**src/rtl/kernel_stream_sequencer.sv**
```systemverilog
// Run controller between the host stream and the kernel: admits exactly n_items
// input beats, forwards exactly n_items output beats and caps items in flight.
module kernel_stream_sequencer #(
  parameter int CNTW        = 32,
  parameter int MAXINFLIGHT = 64,
  parameter int IFW         = 7
) (
  input  logic            clk,
  input  logic            rst,
  input  logic            start,
  input  logic            abort,
  input  logic [CNTW-1:0] n_items,
  output logic            busy,
  output logic            done,
  input  logic            src_valid,
  output logic            src_ready,
  output logic            k_ivalid,
  input  logic            k_iready,
  input  logic            k_ovalid,
  output logic            k_oready,
  output logic            snk_valid,
  input  logic            snk_ready,
  output logic [CNTW-1:0] in_count,
  output logic [CNTW-1:0] out_count,
  output logic [IFW-1:0]  inflight,
  output logic [1:0]      state_dbg
);

  typedef enum logic [1:0] {
    IDLE  = 2'd0,
    RUN   = 2'd1,
    DRAIN = 2'd2,
    DONE  = 2'd3
  } state_t;

  localparam logic [IFW-1:0] MAX_IF = IFW'(MAXINFLIGHT);

  state_t          state;
  logic [CNTW-1:0] n;
  logic            in_en;
  logic            out_en;
  logic            in_fire;
  logic            out_fire;
  logic [CNTW-1:0] in_count_nx;
  logic [CNTW-1:0] out_count_nx;

  // Handshakes: a beat transfers on an edge where valid and ready are both high.
  // Gating depends only on registered state, so start/abort/n_items never reach
  // the handshake outputs combinationally.
  assign in_en  = (state == RUN) && (in_count < n) && (inflight < MAX_IF);
  assign out_en = ((state == RUN) || (state == DRAIN)) && (out_count < n);

  assign k_ivalid  = src_valid & in_en;
  assign src_ready = k_iready & in_en;
  assign snk_valid = k_ovalid & out_en;
  assign k_oready  = snk_ready & out_en;

  assign in_fire  = k_ivalid & k_iready;
  assign out_fire = snk_valid & snk_ready;

  assign in_count_nx  = in_count + {{(CNTW-1){1'b0}}, in_fire};
  assign out_count_nx = out_count + {{(CNTW-1){1'b0}}, out_fire};

  assign busy      = (state == RUN) || (state == DRAIN);
  assign done      = (state == DONE);
  assign state_dbg = state;

  always_ff @(posedge clk or negedge rst) begin
    if (!rst) begin
      state     <= IDLE;
      n         <= '0;
      in_count  <= '0;
      out_count <= '0;
      inflight  <= '0;
    end else begin
      case (state)
        IDLE: begin
          if (start) begin
            n         <= n_items;
            in_count  <= '0;
            out_count <= '0;
            inflight  <= '0;
            state     <= (n_items == '0) ? DONE : RUN;
          end
        end
        RUN, DRAIN: begin
          in_count  <= in_count_nx;
          out_count <= out_count_nx;
          case ({in_fire, out_fire})
            2'b10:   inflight <= inflight + 1'b1;
            2'b01:   inflight <= inflight - 1'b1;
            default: inflight <= inflight;
          endcase
          // Abort wins over completion; last in and last out on one edge skips DRAIN.
          if (abort)
            state <= IDLE;
          else if (out_count_nx == n)
            state <= DONE;
          else if ((state == RUN) && (in_count_nx == n))
            state <= DRAIN;
        end
        DONE: state <= IDLE;
        default: state <= IDLE;
      endcase
    end
  end

endmodule

```
**config.mk**
```make
export PLATFORM = sky130hd
export DESIGN_NAME = kernel_stream_sequencer
export DESIGN_NICKNAME = d
export VERILOG_FILES = /design/src/rtl/kernel_stream_sequencer.sv
export SDC_FILE = /design/constraint.sdc
export NUM_CORES = 1
export LEC_CHECK = 0
export CORE_ASPECT_RATIO = 1.5
export CORE_MARGIN = 4
export CORE_UTILIZATION = 57
export CTS_CLUSTER_DIAMETER = 30
export DETAILED_ROUTE_END_ITERATION = 10
export PLACE_DENSITY = 0.82
export SLEW_MARGIN = 20
export SYNTH_ARGS = -nofsm -noshare
export SYNTH_HDL_FRONTEND = slang
export SYNTH_SLANG_ARGS = --single-unit
```
**constraint.sdc**
```tcl
create_clock -name clk -period 5.6 [get_ports clk]
set_input_delay 1.12 -clock clk [delete_from_list [all_inputs] [get_ports clk]]
set_output_delay 1.12 -clock clk [all_outputs]
set_load 0.1 [all_outputs]
```
# Word-level counts from Yosys, hierarchy flattened
# Index checks and enable logic that the tools add are counted.
# op_classes
add_sub_neg,4
multipliers,0
div_mod_pow,0
magnitude_cmp,3
n_eq_ne,10
shift,0
mux,12
bitwise,6
reduce_logical,13
# ops
operator,count
one-hot mux 32 bit (2 select lines),2
adder 32 x 1 -> 32 bit,2
equality test 32 bit,2
less-than comparator 32 bit,2
logical NOT 32 bit,1
two-way mux 32 bit,1
one-hot mux 7 bit (2 select lines),2
two-way mux 2 bit,5
"adder 7 x 1 -> 7 bit, second input constant",1
"less-than comparator 7 bit, second input constant",1
two-way mux 7 bit,1
"subtractor 7 x 1 -> 7 bit, second input constant",1
bitwise AND 1 bit,6
"equality test 2 bit, second input constant",3
one-hot mux 2 bit (3 select lines),1
AND reduction 2 bit,3
"equality test 2 x 1 -> 1 bit, second input constant",2
logical AND 1 bit,4
"!= test 4 bit, second input constant",1
"!= test 3 x 1 -> 1 bit, second input constant",1
AND reduction 3 bit,1
logical NOT 2 bit,1
"!= test 2 bit, second input constant",1
nonzero test 2 bit,1
2 further kinds,2
# totals
register_bits,105
latch_bits,0
ramBits,0
rom_bits,0
inputBits,40
output_inout_bits,79
wordCells,53
n_memories,0

# Logic depth before layout (Yosys ltp)
# Gate-level depths: netlist of run 1.
# depth
ltp_word,12
depth_mapped,21
mapped_depth_nobuf,19

# Worst setup path before layout of run 1
# No wires, ideal clock.
# synth_timing
kind,reg2reg
start,"reg state[0], in the netlist state_dbg[0]"
end,"reg state[0], in the netlist state_dbg[0]"
setup_time_ns,0.128
arrival_time_ns,5.458
required_ns,5.472
slack_ns,0.014
stages_incl_launch_ff,18
path_buffers,1
period_less_slack_ns,5.586
path_cell_list,dfrtp_1 -> inv_1 -> ha_1 -> clkbuf_1 -> o2111ai_1 -> a21o_1 -> a211oi_2 -> ha_1 -> ha_1 -> nand3_1 -> nor3_1 -> nand3_1 -> xor2_1 -> a221o_1 -> a211oi_1 -> nand4_1 -> a21oi_2 -> mux2_1
# synth_via
elab_chain_len,10
word_cells_on_any_way,24
cone_classes,add/sub (2); eq/ne (7); mux (3); bitwise (4); reduce/logical (8)
# synth_rtl
item,line,rtl
"start, declared",38,state_t state;
"start signal, assigned",83,state <= (n_items == '0) ? DONE : RUN;
equality test 2 x 1 -> 1 bit or equality test 2 bit (tied branches),-,
logical OR 1 bit (*),-,
named net busy,13,"output logic busy,"
logical AND 1 bit (*),51,assign out_en = ((state == RUN) || (state == DRAIN)) && (out_count < n);
bitwise AND 1 bit (*),55,assign snk_valid = k_ovalid & out_en;
bitwise AND 1 bit (*),59,assign out_fire = snk_valid & snk_ready;
adder 32 x 1 -> 32 bit (*),62,"assign out_count_nx = out_count + {{(CNTW-1){1'b0}}, out_fire};"
equality test 32 bit (*),97,else if (out_count_nx == n)
two-way mux 2 bit,97,
two-way mux 2 bit,95,if (abort)
one-hot mux 2 bit (3 select lines),76,case (state)
# The timed path passes the listed nets; every way through them passes the cells marked *.
# A chain may end at the register's enable or synchronous reset.

# Worst setup path in the final report of run 1
# layout_timing
start,reg n[6]
end,"reg state[0], in the netlist state_dbg[0]"
# layout_via
elab_chain_len,10
word_cells_on_any_way,19
cone_classes,add/sub (2); order compare (2); eq/ne (3); mux (3); bitwise (4); reduce/logical (5)
# layout_rtl
item,line,rtl
"start, declared",39,logic [CNTW-1:0] n;
"start signal, assigned",79,n <= n_items;
less-than comparator 32 bit,50,assign in_en = (state == RUN) && (in_count < n) && (inflight < MAX_IF);
logical AND 1 bit (2 in a row),50,
bitwise AND 1 bit,53,assign k_ivalid = src_valid & in_en;
bitwise AND 1 bit,58,assign in_fire = k_ivalid & k_iready;
adder 32 x 1 -> 32 bit,61,"assign in_count_nx = in_count + {{(CNTW-1){1'b0}}, in_fire};"
equality test 32 bit,99,else if ((state == RUN) && (in_count_nx == n))
logical AND 1 bit,99,
!= test 4 bit (no line),-,
AND reduction 2 bit (no line),-,
# Parallel ways exist; a longest one is shown, timed or not.

==> results of run 1 <==
## power by group
group	switching, mW	internal [mW]	leakage, nW
combinational	2.01	0.928	3.44
clock	0.333	0.326	0.144
sequential	0.318	0.931	1.39
total	2.66	2.19	4.97
## stage by stage
stage               cell area (um^2)  cells  power, mW  util [%]  hold WS (ns)
floorplan                       9110   1076       3.20         -         0.523
global placement               10700   1382       4.07      67.9         0.540
detailed placement             10700   1382       4.12      67.9         0.555
CTS                            11000   1398       4.79      69.8         0.574
global route                   11000   1398       5.08      69.9         0.610
finish                         11000   1398       4.84      69.9         0.570
## sequential cells by signal, summed over array words and instances (netlist names)
signal / count
in_count: 32
n: 32
state_dbg: 2
inflight: 7
out_count: 32
## metal layers
layer	share of wire [%]	global-route usage, %	vias up
met3	7.0	5.39	147
met4	8.1	25.0	0
met5	0	0	-
li1	-	-	4208
met2	47	58.5	497
met1	37	40.3	4365
## final timing paths
path	startpoint	end	slack (ns)	cells after the start
max in group asynchronous	rst	in_count[21]$_DFFE_PN0P_	3.58	2
setup / recovery	n[6]$_DFFE_PN0P_	state_dbg[0]$_DFFE_PN0P_	0.26	19
hold / removal	n[29]$_DFFE_PN0P_	n[29]$_DFFE_PN0P_	0.57	1
min in group asynchronous	rst	out_count[27]$_DFFE_PN0P_	0.80	1
setup reg to reg	n[6]$_DFFE_PN0P_	state_dbg[0]$_DFFE_PN0P_	0.26	19
hold reg to reg	n[29]$_DFFE_PN0P_	n[29]$_DFFE_PN0P_	0.57	1
## timing repair
action / in CTS / in global routing
endpoints found under the setup margin: 0 / 1
resized for setup: 0 / 2
endpoints found under the hold margin: 0 / 0
## cells by family (layout without fill, tap and decap cells)
kind of cell / Yosys count / count (layout) / synth area share, %
compound gates: 273 / 273 / 19.9
buf+inv: 118 / 237 / 5.25
mux: 44 / 44 / 5.33
xor+xnor: 87 / 87 / 8.37
simple gates: 373 / 373 / 21.8
flops: 105 / 105 / 28.9
fa+ha+maj: 76 / 76 / 10.5
## layout make-up
cell class                      instances  share of cell area [%]
Sequential cell                       105                    24.0
Inverter                               48                    1.64
Clock buffer                           10                    2.18
Timing Repair Buffer                  173                    14.5
Tap cell                              203                    2.32
Clock inverter                          6                   0.559
Multi-Input combinational cell        853                    54.9
## cells in the final DEF (no fill, tap or decap), types with 4 or more instances in the layout
master / Yosys / layout
sky130_fd_sc_hd__o2111ai_1: 4 / 4
sky130_fd_sc_hd__a21oi_1: 56 / 56
sky130_fd_sc_hd__nand4_1: 52 / 52
sky130_fd_sc_hd__nor2b_1: 4 / 4
sky130_fd_sc_hd__nand2b_1: 6 / 6
sky130_fd_sc_hd__dfrtp_1: 105 / 105
sky130_fd_sc_hd__ha_1: 75 / 74
sky130_fd_sc_hd__clkdlybuf4s50_1: 0 / 115
sky130_fd_sc_hd__xnor2_1: 54 / 54
sky130_fd_sc_hd__and4_1: 7 / 7
sky130_fd_sc_hd__and3_1: 12 / 12
sky130_fd_sc_hd__buf_4: 3 / 58
sky130_fd_sc_hd__o21bai_1: 4 / 4
sky130_fd_sc_hd__nor4_2: 4 / 4
sky130_fd_sc_hd__o22ai_1: 6 / 6
sky130_fd_sc_hd__a21o_1: 43 / 43
sky130_fd_sc_hd__nor2_1: 41 / 39
sky130_fd_sc_hd__inv_1: 48 / 48
sky130_fd_sc_hd__nor4_1: 20 / 20
sky130_fd_sc_hd__xor2_1: 33 / 33
sky130_fd_sc_hd__and2_1: 6 / 6
sky130_fd_sc_hd__a211oi_1: 7 / 7
sky130_fd_sc_hd__nand2_1: 109 / 109
sky130_fd_sc_hd__or4_1: 6 / 6
sky130_fd_sc_hd__a22o_1: 31 / 31
sky130_fd_sc_hd__nand3_1: 40 / 40
sky130_fd_sc_hd__a31oi_1: 12 / 12
sky130_fd_sc_hd__o21ai_0: 63 / 63
sky130_fd_sc_hd__nor3_1: 44 / 43
sky130_fd_sc_hd__o211ai_1: 7 / 7
sky130_fd_sc_hd__mux2_2: 35 / 35
sky130_fd_sc_hd__o31ai_1: 11 / 11
sky130_fd_sc_hd__clkbuf_16: 0 / 9
sky130_fd_sc_hd__a41oi_1: 4 / 4
sky130_fd_sc_hd__mux2i_1: 8 / 8
## worst max-delay path, stage by stage, from the launching register on
cell and delay, ns:
sky130_fd_sc_hd__dfrtp_1 0.46, sky130_fd_sc_hd__inv_1 0.13, sky130_fd_sc_hd__ha_1 0.30, sky130_fd_sc_hd__a21oi_1 0.17, sky130_fd_sc_hd__nor2b_1 0.06, sky130_fd_sc_hd__a2111oi_0 0.37, sky130_fd_sc_hd__o21ai_0 0.17, sky130_fd_sc_hd__a21o_1 0.24
sky130_fd_sc_hd__a211oi_2 0.22, sky130_fd_sc_hd__ha_1 0.29, sky130_fd_sc_hd__ha_1 0.31, sky130_fd_sc_hd__nand3_1 0.31, sky130_fd_sc_hd__nor3_2 0.36, sky130_fd_sc_hd__nand3_1 0.21, sky130_fd_sc_hd__xor2_1 0.19, sky130_fd_sc_hd__a221o_1 0.36
sky130_fd_sc_hd__a211oi_1 0.23, sky130_fd_sc_hd__nand4_1 0.27, sky130_fd_sc_hd__a21oi_2 0.23, sky130_fd_sc_hd__mux2_1 0.34
==> impl_metrics.sql, run 1 <==
INSERT INTO impl_metrics (metric_group, metric, value, unit) VALUES
('status', 'outcome', 'complete, no violations', ''),
('pwr', 'p_leak', '4.97', 'nW'),
('logic_synthesis', 'synth.cell_area', '0.00911', 'mm^2'),
('timing', 'worst_slack', '0.264', 'ns'),
('routing', 'drt-wirelength-per-cell', '22.7', 'um'),
('floorplan', 'dieArea', '0.0181', 'mm^2'),
('logic_synthesis', 'synth.top_cells.by_area', 'sky130_fd_sc_hd__dfrtp_1, sky130_fd_sc_hd__ha_1, sky130_fd_sc_hd__xnor2_1', ''),
('clock_network', 'holdBufCountCts', '0', ''),
('worst_setup_path', 'critical_path_class', 'reg2reg', ''),
('place', 'place.detailed.hpwl', '24.2', 'mm'),
('clock_network', 'cts.sinks', '105', ''),
('timing', 'layout_worst_path_cycle_share', '95.3', '%'),
('timing', 'finalCriticalPeriod', '5.34', 'ns'),
('routing', 'vias_per_cell', '6.59', ''),
('finish', 'layout.nets', '1306', ''),
('timing', 'timing.final.hold_violations', '0', ''),
('logic_synthesis', 'synthDistinctLibCells', '71', ''),
('clock_network', 'clkTransAtPathRegs', '0.08', 'ns'),
('place', 'place_congestion', '0.993', ''),
('finish', 'diode_count', '0', ''),
('timing', 'timing.max_slew.rel_slack', '23.6', '%'),
('logic_synthesis', 'number_of_synthesized_flops_with_an_enable_pin', '0', ''),
('clock_network', 'htree_levels', '3', ''),
('worst_setup_path', 'startpoint_type', 'flip-flop', ''),
('finish', 'proportion_of_layout_cells_with_a_drive_suffix_above_1', '11.0', '%'),
('floorplan', 'start_util', '58.0', '%'),
('worst_setup_path', 'crit_required', '5.84', 'ns'),
('logic_synthesis', 'post-synth-top-area-fraction', '28.9', '%'),
('global_routing', 'first_global_vias', '9106', ''),
('worst_setup_path', 'arrival_time_worst_endpoint', '5.58', 'ns'),
('finish', 'seq_cell_area', '0.00263', 'mm^2'),
('logic_synthesis', 'synth.avg_cell_area', '8.46', 'um^2'),
('logic_synthesis', 'async_set_reset_flop_share_out_of_synthesis', '100', '%'),
('routing', 'detailedRoute.firstIterationViolations', '812', ''),
('floorplan', 'die-width', '111', 'um'),
('timing', 'skew', '0.0145', 'ns'),
('worst_setup_path', 'endpoint_kind', 'flip-flop', ''),
('global_routing', 'grt_remaining_overflow', '0', ''),
('logic_synthesis', 'postSynth.topFlopCell', 'sky130_fd_sc_hd__dfrtp_1', ''),
('timing', 'setup_viol', '0', ''),
('floorplan', 'floorplan.rows', '56', ''),
('timing', 'actual_transition_at_the_worst_max_transition_pin', '1.14', 'ns'),
('finish', 'synthToLayoutAreaGrowth', '20.4', '%'),
('routing', 'vias_after_detailed_routing', '9217', ''),
('logic_synthesis', 'yosysWarningCount', '0', ''),
('global_routing', 'grt_pass1_wl', '49.6', 'mm'),
('run', 'cap_violations', '0', ''),
('floorplan', 'design.portCount', '119', ''),
('floorplan', 'die_h', '163', 'um'),
('logic_synthesis', 'flip_flop_and_latch_count_after_synthesis', '105', ''),
('global_routing', 'grt_antenna_before_repair', '0', ''),
('clock_network', 'cts_buffers', '9', ''),
('routing', 'remaining_drc_errors', '0', ''),
('clock_network', 'cts.path.max_buffers', '2', ''),
('worst_setup_path', 'critical_path_fanouts_max', '7', ''),
('clock_network', 'clock_tree_from_tritoncts', 'yes', ''),
('timing', 'setup-tns-final', '0', 'ns'),
('clock_network', 'number_of_setup_buffers_added_after_cts', '0', ''),
('logic_synthesis', 'netlist_instances', '1076', ''),
('routing', 'finalWirelength', '31.7', 'mm'),
('logic_synthesis', 'synth_most_common_cell', 'sky130_fd_sc_hd__nand2_1', ''),
('pwr', 'vdd_ir_drop_max', '0.752', 'mV'),
('logic_synthesis', 'yosys-top-cells-count', 'sky130_fd_sc_hd__nand2_1, sky130_fd_sc_hd__dfrtp_1, sky130_fd_sc_hd__ha_1', ''),
('timing', 'final-max-slew-violation-count', '0', ''),
('finish', 'multi_input_comb_area', '0.00602', 'mm^2'),
('finish', 'fill_cells', '1323', ''),
('clock_network', 'cts_root_buffer', 'sky130_fd_sc_hd__clkbuf_16', ''),
('min_path', 'timing.hold.worst.class', 'reg2reg', ''),
('global_routing', 'global_route.usage.total', '34.8', '%'),
('place', 'preCtsSetupSlack', '0.275', 'ns'),
('global_routing', 'grt_max_degree', '76', '');
Note: power is estimated with default switching activity, not from simulation.
==> inputs of run 2 (changes only) <==
--- a/config.mk
+++ b/config.mk
@@ -10,6 +10,7 @@
 export CORE_UTILIZATION = 57
 export CTS_CLUSTER_DIAMETER = 30
 export DETAILED_ROUTE_END_ITERATION = 10
+export HOLD_SLACK_MARGIN = 0.12
 export PLACE_DENSITY = 0.82
 export SLEW_MARGIN = 20
 export SYNTH_ARGS = -nofsm -noshare
==> results of run 2 <==
Same layout as run 1: the final DEF is identical, and so are final timing and power.
